--- src/rtl/clock_pkg.sv ---
// Shared types and helpers for the multi-channel alarm clock: BCD HH:MM
// record, per-channel alarm state, and time-of-day limits.
package clock_pkg;

  localparam int unsigned MAX_HOUR = 23;
  localparam int unsigned MAX_MIN  = 59;

  typedef struct packed {
    logic [1:0] h1;
    logic [3:0] h2;
    logic [3:0] m1;
    logic [3:0] m2;
  } bcd_hm_t;

  typedef enum logic [1:0] {
    IDLE,
    RINGING,
    SNOOZED
  } al_state_t;

  function automatic logic hm_valid(bcd_hm_t t);
    return (t.h2 <= 4'd9) && (t.m2 <= 4'd9) &&
           ((32'(t.h1) * 10 + 32'(t.h2)) <= MAX_HOUR) &&
           ((32'(t.m1) * 10 + 32'(t.m2)) <= MAX_MIN);
  endfunction

  // HH:MM plus n minutes, wrapping at 24 h.
  function automatic bcd_hm_t hm_add_min(bcd_hm_t t, int unsigned n);
    int unsigned tot;
    int unsigned h;
    int unsigned m;
    bcd_hm_t     r;
    tot = (32'(t.h1) * 10 + 32'(t.h2)) * (MAX_MIN + 1) + 32'(t.m1) * 10 + 32'(t.m2);
    tot = (tot + n) % ((MAX_HOUR + 1) * (MAX_MIN + 1));
    h = tot / (MAX_MIN + 1);
    m = tot % (MAX_MIN + 1);
    r.h1 = 2'(h / 10);
    r.h2 = 4'(h % 10);
    r.m1 = 4'(m / 10);
    r.m2 = 4'(m % 10);
    return r;
  endfunction

endpackage

--- src/rtl/bcd_time_counter.sv ---
// Time-of-day counter: prescaler plus BCD HH:MM:SS with validated load.
// Exposes the would-be next time so alarm compares can fire on the same tick.
module bcd_time_counter
  import clock_pkg::*;
#(
  parameter int unsigned CLK_DIV = 10
) (
  input  logic       clk,
  input  logic       reset,
  input  logic       ld,
  input  bcd_hm_t    ld_hm,
  output bcd_hm_t    hm,
  output logic [3:0] s1,
  output logic [3:0] s2,
  output logic       adv,
  output bcd_hm_t    nxt_hm,
  output logic [7:0] nxt_s
);

  localparam int unsigned PW = $clog2(CLK_DIV);

  logic [PW-1:0] cnt;
  logic          tick;
  logic          ld_ok;

  assign tick  = (cnt == PW'(CLK_DIV - 1));
  assign ld_ok = ld && hm_valid(ld_hm);
  // A valid load wins over a same-cycle tick, so no advance is reported.
  assign adv   = tick && !ld_ok;

  always_comb begin
    nxt_hm = hm;
    nxt_s  = {s1, s2};
    if (s2 != 4'd9) begin
      nxt_s[3:0] = s2 + 4'd1;
    end else begin
      nxt_s[3:0] = '0;
      if (s1 != 4'(MAX_MIN / 10)) begin
        nxt_s[7:4] = s1 + 4'd1;
      end else begin
        nxt_s[7:4] = '0;
        if (hm.m2 != 4'd9) begin
          nxt_hm.m2 = hm.m2 + 4'd1;
        end else begin
          nxt_hm.m2 = '0;
          if (hm.m1 != 4'(MAX_MIN / 10)) begin
            nxt_hm.m1 = hm.m1 + 4'd1;
          end else begin
            nxt_hm.m1 = '0;
            if (hm.h1 == 2'(MAX_HOUR / 10) && hm.h2 == 4'(MAX_HOUR % 10)) begin
              nxt_hm.h1 = '0;
              nxt_hm.h2 = '0;
            end else if (hm.h2 == 4'd9) begin
              nxt_hm.h1 = hm.h1 + 2'd1;
              nxt_hm.h2 = '0;
            end else begin
              nxt_hm.h2 = hm.h2 + 4'd1;
            end
          end
        end
      end
    end
  end

  always_ff @(posedge clk or posedge reset) begin
    if (reset) begin
      cnt <= '0;
      hm  <= '0;
      s1  <= '0;
      s2  <= '0;
    end else if (ld_ok) begin
      cnt <= '0;
      hm  <= ld_hm;
      s1  <= '0;
      s2  <= '0;
    end else begin
      cnt <= tick ? '0 : cnt + 1'b1;
      if (tick) begin
        hm       <= nxt_hm;
        {s1, s2} <= nxt_s;
      end
    end
  end

endmodule

--- src/rtl/multi_alarm_clock.sv ---
// Multi-channel alarm clock top: BCD time counter plus NUM_AL alarm channels.
// Optional snooze support is enabled by defining MULTI_ALARM_SNOOZE_EN.
module multi_alarm_clock
  import clock_pkg::*;
#(
  parameter  int unsigned CLK_DIV    = 10,
  parameter  int unsigned NUM_AL     = 4,
  parameter  int unsigned SNOOZE_MIN = 5,
  localparam int unsigned SELW       = (NUM_AL > 1) ? $clog2(NUM_AL) : 1
) (
  input  logic              clk,
  input  logic              reset,
  input  logic [1:0]        H_in1,
  input  logic [3:0]        H_in2,
  input  logic [3:0]        M_in1,
  input  logic [3:0]        M_in2,
  input  logic              LD_time,
  input  logic              LD_alarm,
  input  logic [SELW-1:0]   al_sel,
  input  logic [NUM_AL-1:0] AL_EN,
  input  logic              STOP_AL,
  input  logic              snooze,
  output logic [1:0]        H_out1,
  output logic [3:0]        H_out2,
  output logic [3:0]        M_out1,
  output logic [3:0]        M_out2,
  output logic [3:0]        S_out1,
  output logic [3:0]        S_out2,
  output logic [NUM_AL-1:0] ringing,
  output logic              indicator
);

  bcd_hm_t    ld_hm;
  bcd_hm_t    cur_hm;
  bcd_hm_t    nxt_hm;
  logic [7:0] nxt_s;
  logic       adv;
  logic       ld_alarm_ok;
  logic       at_sec0;

  assign ld_hm       = '{h1: H_in1, h2: H_in2, m1: M_in1, m2: M_in2};
  assign ld_alarm_ok = LD_alarm && hm_valid(ld_hm);

  bcd_time_counter #(
    .CLK_DIV(CLK_DIV)
  ) u_time (
    .clk   (clk),
    .reset (reset),
    .ld    (LD_time),
    .ld_hm (ld_hm),
    .hm    (cur_hm),
    .s1    (S_out1),
    .s2    (S_out2),
    .adv   (adv),
    .nxt_hm(nxt_hm),
    .nxt_s (nxt_s)
  );

  assign H_out1 = cur_hm.h1;
  assign H_out2 = cur_hm.h2;
  assign M_out1 = cur_hm.m1;
  assign M_out2 = cur_hm.m2;

  // Triggers compare against the time the current tick is about to produce.
  assign at_sec0 = (nxt_s == 8'h00);

  for (genvar i = 0; i < NUM_AL; i++) begin : g_ch
    bcd_hm_t   alarm;
    al_state_t st;
    al_state_t st_nxt;
    logic      hit_alarm;

    always_ff @(posedge clk or posedge reset) begin
      if (reset) begin
        alarm <= '0;
      end else if (ld_alarm_ok && al_sel == SELW'(i)) begin
        alarm <= ld_hm;
      end
    end

    assign hit_alarm = adv && at_sec0 && (nxt_hm == alarm);

`ifdef MULTI_ALARM_SNOOZE_EN
    bcd_hm_t wake;
    logic    hit_wake;

    always_ff @(posedge clk or posedge reset) begin
      if (reset) begin
        wake <= '0;
      end else if (st == RINGING && st_nxt == SNOOZED) begin
        wake <= hm_add_min(cur_hm, SNOOZE_MIN);
      end
    end

    assign hit_wake = adv && at_sec0 && (nxt_hm == wake);
`endif

    always_ff @(posedge clk or posedge reset) begin
      if (reset) begin
        st <= IDLE;
      end else begin
        st <= st_nxt;
      end
    end

    always_comb begin
      st_nxt = st;
      if (STOP_AL || !AL_EN[i]) begin
        st_nxt = IDLE;
      end else begin
        case (st)
          IDLE:    if (hit_alarm) st_nxt = RINGING;
`ifdef MULTI_ALARM_SNOOZE_EN
          RINGING: if (snooze) st_nxt = SNOOZED;
          SNOOZED: if (hit_wake) st_nxt = RINGING;
`else
          RINGING: st_nxt = RINGING;
`endif
          default: st_nxt = IDLE;
        endcase
      end
    end

    assign ringing[i] = (st == RINGING);
  end

`ifndef MULTI_ALARM_SNOOZE_EN
  logic unused_snooze;
  assign unused_snooze = snooze & (SNOOZE_MIN != 0);
`endif

  assign indicator = |ringing;

endmodule

--- config.mk ---
export PLATFORM = sky130hd
export DESIGN_NAME = multi_alarm_clock
export DESIGN_NICKNAME = d
export VERILOG_FILES = /design/src/rtl/clock_pkg.sv /design/src/rtl/bcd_time_counter.sv /design/src/rtl/multi_alarm_clock.sv
export SDC_FILE = /design/constraint.sdc
export NUM_CORES = 1
export LEC_CHECK = 0
export BUFFER_PORTS_ARGS = -buffer_cell sky130_fd_sc_hd__buf_2
export CORE_MARGIN = 2
export CORE_UTILIZATION = 45
export DETAILED_ROUTE_END_ITERATION = 10
export PLACE_DENSITY = 0.63
export SETUP_SLACK_MARGIN = 0.1
export SLEW_MARGIN = 20
export SYNTH_ARGS = -nofsm -noshare
export SYNTH_HDL_FRONTEND = slang
export SYNTH_HIERARCHICAL = 1
export SYNTH_SLANG_ARGS = --single-unit
--- constraint.sdc ---
create_clock -name clk -period 2.6 [get_ports clk]
set_input_delay 0.13 -clock clk [delete_from_list [all_inputs] [get_ports clk]]
set_output_delay 0.13 -clock clk [all_outputs]
set_load 0.03 [all_outputs]
==> summary.txt, run 1 <==
Post-synth top area share = 0.3749
CP Depth = 11
Status = finished, violations left
Most frequent cells after synthesis = 86 x dfrtp_1, 54 x xnor2_1, 40 x mux2_4
# H-tree levels = 3
Min Tclk post-route = 2.684 ns
Vias in the first global route = 4545
Setup repair after global routing missed its margin = yes
Clock slew at reported path FFs = 0.07 ns
Initial antenna violation count = 0
Residual DRC count = 0
Mapped Avg Cell Area = 11.37 µm²
Warning count from the yosys run = 6
IO Count = 53
Worst path arrival time = 2.95 ns
Core box area = 12520 µm²
Mapped Nets = 562
Initial core utilization = 0.4586
Root buf cell = clkbuf_16
Final Hold Fails = 0
Violated checks = negative setup slack
Register bit count reported by yosys = 86
Worst vdd ir = 0.4410 mV
Core Rows = 41
Synth unique cells = 61
Setup TNS = -0.1659 ns
Slowest stage cell, crit path = dfrtp_1
Nets@finish = 699
Number of diodes = 0
Layout area overhead = 31.32%
Die Span Y = 116.9 µm
Total chip power = 7.245 mW
DRT iter0 DRCs = 246
Register area = 2152 µm²
Worst Hold Class = input pin to register
PwrDens = 961.1 nW/µm²
Leading post-synthesis cells by cell area = dfrtp_1 37%, mux2_4 10%, xnor2_1 8.2%
Crit start category = register
Number of enable flip-flop cells after synthesis = 0
Largest net degree at the start of global routing = 49
Slew margin rel. = 0.4422
Die W = 116.9 µm
Worst skew pair latency = 0.34 ns
Hold slack = 0.01457 ns
Most numerous cell in the Yosys netlist = dfrtp_1
Synth Cell Area = 5741 µm²
RR Startpoint = u_time/hm[9]
Layout fillers = 1059
R2R cell count = 11
Worst clock skew = 0.009823 ns
Worst-Margin Slew = 0.8358 ns
CP delay by family, top = compound AO/OA/AOI/OAI gates
End of the critical path = g_ch[2].st[0]
GPL Wtd Cong = 0.8622
Area occupied by multi-input gates = 3760 µm²
Vias per cell = 5.462
Part of the cycle the worst path needs = 1.032
Leak Pwr = 3.420 nW
Tot GR Track Use = 0.2287
Kind of critical path = register to register
# Max-Cap Violations = 0
Pre-CTS setup slack = -0.3086 ns
Worst-path maximum fanout = 4
PortBufs = 51
GRT overflow = 0
Max Root-Sink Buffers = 2
Max-slew violations = 0
WL per Instance = 18.36 µm
Crit path required time = 2.86 ns
CP Cell Sequence = ha_2 > inv_1 > o41ai_4 > buf_4 > nand2_1 > a22o_4 > xnor2_1 > nand4_1 > nor3_2 > a41oi_1 > nor3b_1
Worst setup path startpoint = u_time/hm[9]
Worst flop-to-flop path endpoint = g_ch[2].st[0]
Crit. End Element = register
Final setup viols = 4
Pre-Repair DR Iteration Count = 4
Ys async rst share = 1.000
Mapped Cells = 505
CTS sink cnt = 86
Sequential cell area fraction in the yosys report = 0.3749
DIE AREA = 13680 µm²
Critical path buffers and inverters = 2
Routed via count = 4468
CTS tree = yes
Share of post-route cells with drive strength above 1 = 0.4613
FF-to-FF setup slack = -0.08 ns
Dpl hpwl = 10980 µm
Final setup margin = -0.08379 ns
Main synth FF type = dfrtp_1
CTS buffer count = 9
First-pass GRT wire length = 23660 µm
CP max stage delay = 0.41 ns
Synth area leader = dfrtp_1
Antenna viol nets, final = 0
Routed WL = 15020 µm
Max frequency = 372.6 MHz
## power by group
| part | leakage (nW) | total [mW] | switching [mW] | internal (mW) |
|---|---|---|---|---|
| clock network | 0.145 | 1.29 | 0.528 | 0.767 |
| logic | 2.17 | 3.84 | 1.92 | 1.91 |
| registers | 1.11 | 2.11 | 0.349 | 1.77 |
## worst register-to-register path, cell delays in order (launching register included)
cell and delay [ns]:
dfrtp_1 0.41, ha_2 0.21, inv_1 0.09, o41ai_4 0.40, buf_4 0.18, nand2_1 0.09
a22o_4 0.32, xnor2_1 0.20, nand4_1 0.18, nor3_2 0.20, a41oi_1 0.15, nor3b_1 0.19
## kinds of logic (layout without fill, tap and decap cells)
| family | Yosys count | count (layout) | share of synthesized area |
|---|---|---|---|
| fa+ha+maj | 31 | 31 | 0.07541 |
| flops | 86 | 86 | 0.3749 |
| compound gates | 68 | 68 | 0.08065 |
| xor+xnor | 74 | 74 | 0.1129 |
| mux | 75 | 75 | 0.1728 |
| buf+inv | 36 | 177 | 0.03378 |
| simple gates | 135 | 135 | 0.1495 |
## cell type report
type / instances / area share
clock buffer: 10 / 0.03170
clock inverter: 5 / 0.007967
inverter: 15 / 0.007635
multi-input combinational: 383 / 0.4988
sequential: 86 / 0.2855
tap: 172 / 0.02855
timing repair buffer: 147 / 0.1399
## through the flow
| step | util | area (µm²) | instances |
|---|---|---|---|
| after CTS | 0.5855 | 7328 | 808 |
| after global placement | 0.5449 | 6820 | 786 |
| after detailed placement | 0.5449 | 6820 | 786 |
| after global routing | 0.6023 | 7538 | 818 |
| final | 0.6023 | 7538 | 818 |
| after floorplan | - | 5847 | 505 |
## routing by layer
metal	global-route usage	share of wire	routed length (µm)	up-vias
met5	0	0	0	-
met4	0.08392	0.025	377	0
met3	0.02781	0.032	478	26
met2	0.4077	0.52	7753	100
met1	0.2851	0.43	6411	2253
li1	-	-	-	2089
## sequential cells by signal, summed over array words and instances (netlist names)
register,count
u_time/s2,4
u_time/cnt,4
g_ch.alarm,56
u_time/s1,4
g_ch.st,4
u_time/hm,14
## how the worst min path moves through the flow
stage / from / endpoint / slack (ns) / cells after the start
after global placement: STOP_AL / g_ch[1].st[0] / 0.35 / 2
after CTS: STOP_AL / g_ch[2].st[0] / -0.003 / 2
after floorplan: reset / u_time/cnt[0] / 0.17 / 1
final: STOP_AL / g_ch[3].st[0] / 0.01 / 2
after global routing: STOP_AL / g_ch[3].st[0] / 0.02 / 2
after detailed placement: STOP_AL / g_ch[2].st[0] / 0.36 / 2
## cells in the final DEF, fill, tap and decap left out, drive strengths merged, types with 3 or more instances in the layout
cell,count
buf,146
dfrtp,86
mux2,73
xnor2,54
nand2,30
ha,25
xor2,20
nor2,17
o21ai,17
a21oi,15
nand4,15
inv,14
nor3,12
clkbuf,10
nor4,9
nand2b,8
nand3,8
nor3b,7
a21o,6
fa,6
a22o,6
nor2b,4
nand3b,4
o31ai,4
a41oi,4
clkinv,4
a211oi,3
a21boi,3
or3,3
nor4bb,3
## repair_timing
action / 4_1_cts / 5_1_grt
pin swaps: 16 / 24
endpoints found under the hold margin: 2 / 26
resized for setup: 32 / 23
endpoints found under the setup margin: 4 / 20
buffers inserted: 7 / 9
(Power assumes the default switching activity.)
==> run 2, diff against run 1 <==
CELL_PAD_IN_SITES_DETAIL_PLACEMENT = 1   (was default)
CELL_PAD_IN_SITES_GLOBAL_PLACEMENT = 1   (was default)
CORE_UTILIZATION = 44   (was 45)
PLACE_DENSITY = 0.74   (was 0.63)
==> run 2 against run 1 <==
The run still ends with negative setup slack left. Critical path depth is 1 higher. Critical path type unchanged. Cell count fell by 1.6%. Via count is 1.4% higher. Critical endpoint unchanged.
==> summary.txt, run 2 (synthesis results as in run 1) <==
Worst Hold Class = input pin to register (unchanged)
CTS sink cnt = 86 (unchanged)
Number of diodes = 0 (unchanged)
Die Span Y = 118.2 µm (was 116.9 µm)
Crit start category = register (unchanged)
Setup repair after global routing missed its margin = yes (unchanged)
Tot GR Track Use = 0.2648 (was 0.2287)
# H-tree levels = 3 (unchanged)
Max-slew violations = 0 (unchanged)
Initial antenna violation count = 0 (unchanged)
PortBufs = 51 (unchanged)
Share of post-route cells with drive strength above 1 = 0.4423 (was 0.4613)
Most frequent cells in the layout = 86 x dfrtp_1, 73 x buf_4, 51 x buf_2 (was 86 x dfrtp_1, 84 x buf_4, 51 x buf_2)
CTS buffer count = 9 (unchanged)
Die W = 118.2 µm (was 116.9 µm)
Worst path arrival time = 3.15 ns (was 2.95 ns)
Clock slew at reported path FFs = 0.07 ns (about the same)
CTS tree = yes (unchanged)
PwrDens = 999.5 nW/µm² (was 961.1 nW/µm²)
Worst skew pair latency = 0.35 ns (was 0.34 ns)
Worst-Margin Slew = 0.6072 ns (was 0.8358 ns)
Residual DRC count = 0 (unchanged)
Final setup viols = 4 (unchanged)
First-pass GRT wire length = 28410 µm (was 23660 µm)
Crit path required time = 2.88 ns (was 2.86 ns)
Largest register by flop count = g_ch.alarm (unchanged)
Dpl hpwl = 12460 µm (was 10980 µm)
Pre-Repair DR Iteration Count = 4 (unchanged)
Routed WL = 18290 µm (was 15020 µm)
Routed via count = 4530 (was 4468)
Kind of critical path = register to register (unchanged)
Vias in the first global route = 5012 (was 4545)
Layout area overhead = 29.73% (was 31.32%)
Cell mode on critical path = buf_4
Min Tclk post-route = 2.875 ns (was 2.684 ns)
Slowest stage cell, crit path = dfrtp_1 (unchanged)
CP max stage delay = 0.40 ns (was 0.41 ns)
DRT iter0 DRCs = 274 (was 246)
Max Root-Sink Buffers = 2 (unchanged)
GRT overflow = 0 (unchanged)
Critical path buffers and inverters = 4 (was 2)
Root buf cell = clkbuf_16 (unchanged)
Slew margin rel. = 0.5946 (was 0.4422)
GPL Wtd Cong = 0.8583 (was 0.8622)
Worst-path maximum fanout = 4 (unchanged)
Worst vdd ir = 0.4812 mV (was 0.4410 mV)
Hold slack = 0.04455 ns (was 0.01457 ns)
Crit. End Element = register (unchanged)
IO Count = 53 (unchanged)
Initial core utilization = 0.4530 (was 0.4586)
Max reg flops = 56 (unchanged)
Part of the cycle the worst path needs = 1.106 (was 1.032)
DIE AREA = 13980 µm² (was 13680 µm²)
Vias per cell = 5.627 (was 5.462)
Final setup margin = -0.2748 ns (was -0.08379 ns)
Leak Pwr = 3.350 nW (was 3.420 nW)
Setup TNS = -0.8473 ns (was -0.1659 ns)
# Max-Cap Violations = 0 (unchanged)
CP Cell Sequence = and4bb_2 > buf_4 > buf_4 > nand4_1 > buf_4 > o21ai_2 > buf_4 > xnor2_4 > nand4_1 > nor3_2 > a41oi_2 > nor3b_2 (was ha_2 > inv_1 > o41ai_4 > buf_4 > nand2_1 > a22o_4 > xnor2_1 > nand4_1 > nor3_2 > a41oi_1 > nor3b_1)
Core box area = 12670 µm² (was 12520 µm²)
Biggest regs = g_ch.alarm (56), u_time/hm (14) (unchanged)
FF-to-FF setup slack = -0.27 ns (was -0.08 ns)
Status = finished, violations left (unchanged)
Max frequency = 347.9 MHz (was 372.6 MHz)
Most common cell after layout, fill and taps aside = dfrtp_1 (unchanged)
Largest net degree at the start of global routing = 61 (was 49)
Core Rows = 41 (unchanged)
Violated checks = negative setup slack (unchanged)
Nets@finish = 685 (was 699)
Antenna viol nets, final = 0 (unchanged)
Worst clock skew = 0.006790 ns (was 0.009823 ns)
Final Hold Fails = 0 (unchanged)
CP delay by family, top = simple AND/OR/NAND/NOR gates (was compound AO/OA/AOI/OAI gates)
WL per Instance = 22.71 µm (was 18.36 µm)
==> run 2: per-layer routing <==
| metal | routed length [µm] | GRT usage | share of wire | vias up |
|---|---|---|---|---|
| met1 | 7694 | 0.3325 | 0.42 | 2352 |
| met5 | 0 | 0 | 0 | - |
| met3 | 611 | 0.03330 | 0.033 | 30 |
| met2 | 9479 | 0.4715 | 0.52 | 96 |
| met4 | 500 | 0.08434 | 0.027 | 0 |
| li1 | - | - | - | 2052 |
==> run 2: layout make-up <==
| type | instances | area [µm²] |
|---|---|---|
| fillers | 1342 | 5224 |
| well taps | 172 | 215.2 |
| inverters | 15 | 56.30 |
| flip-flops and latches | 86 | 2152 |
| clock buffers | 12 | 266.5 |
| clock inverters | 4 | 52.55 |
| multi-input cells | 383 | 3757 |
| repair buffers | 133 | 947.2 |
==> run 2: path summary, 6_finish.rpt <==
check	startpoint	end	cells after the start
max in group asynchronous	reset	u_time/cnt[3]	3
min in group asynchronous	reset	g_ch[3].alarm[6]	4
setup / recovery	u_time/s2[1]	g_ch[2].st[0]	12
hold / removal	AL_EN[2]	g_ch[2].st[0]	2
hold reg to reg	u_time/cnt[0]	u_time/cnt[0]	1
setup reg to reg	u_time/s2[1]	g_ch[2].st[0]	12
==> run 2: power breakdown <==
part | internal (mW) | leakage, nW | switching [mW] | total [mW]
Sequential | 1.76 | 1.11 | 0.395 | 2.16
Combinational | 1.82 | 2.08 | 2.05 | 3.87
Clock | 0.828 | 0.159 | 0.583 | 1.41
==> run 2: timing repair <==
item                       CTS  global route
setup buffers                5            10
pin swaps                   18            13
setup endpoints to repair   25             6
hold endpoints to repair    60             0
hold buffers                 1             0
gates resized for setup     32            17
==> run 2: stage by stage <==
step	utilization	cells	setup slack, ns	power, mW	area (µm²)
2_1_floorplan	-	505	-0.1956	4.360	5847
3_3_place_gp	0.5315	773	-0.2232	5.378	6735
3_5_place_dp	0.5315	773	-0.3377	5.549	6735
4_1_cts	0.5742	795	-0.1990	7.259	7276
5_1_grt	0.5877	805	-0.3735	7.821	7447
6_report	0.5877	805	-0.2748	7.443	7447
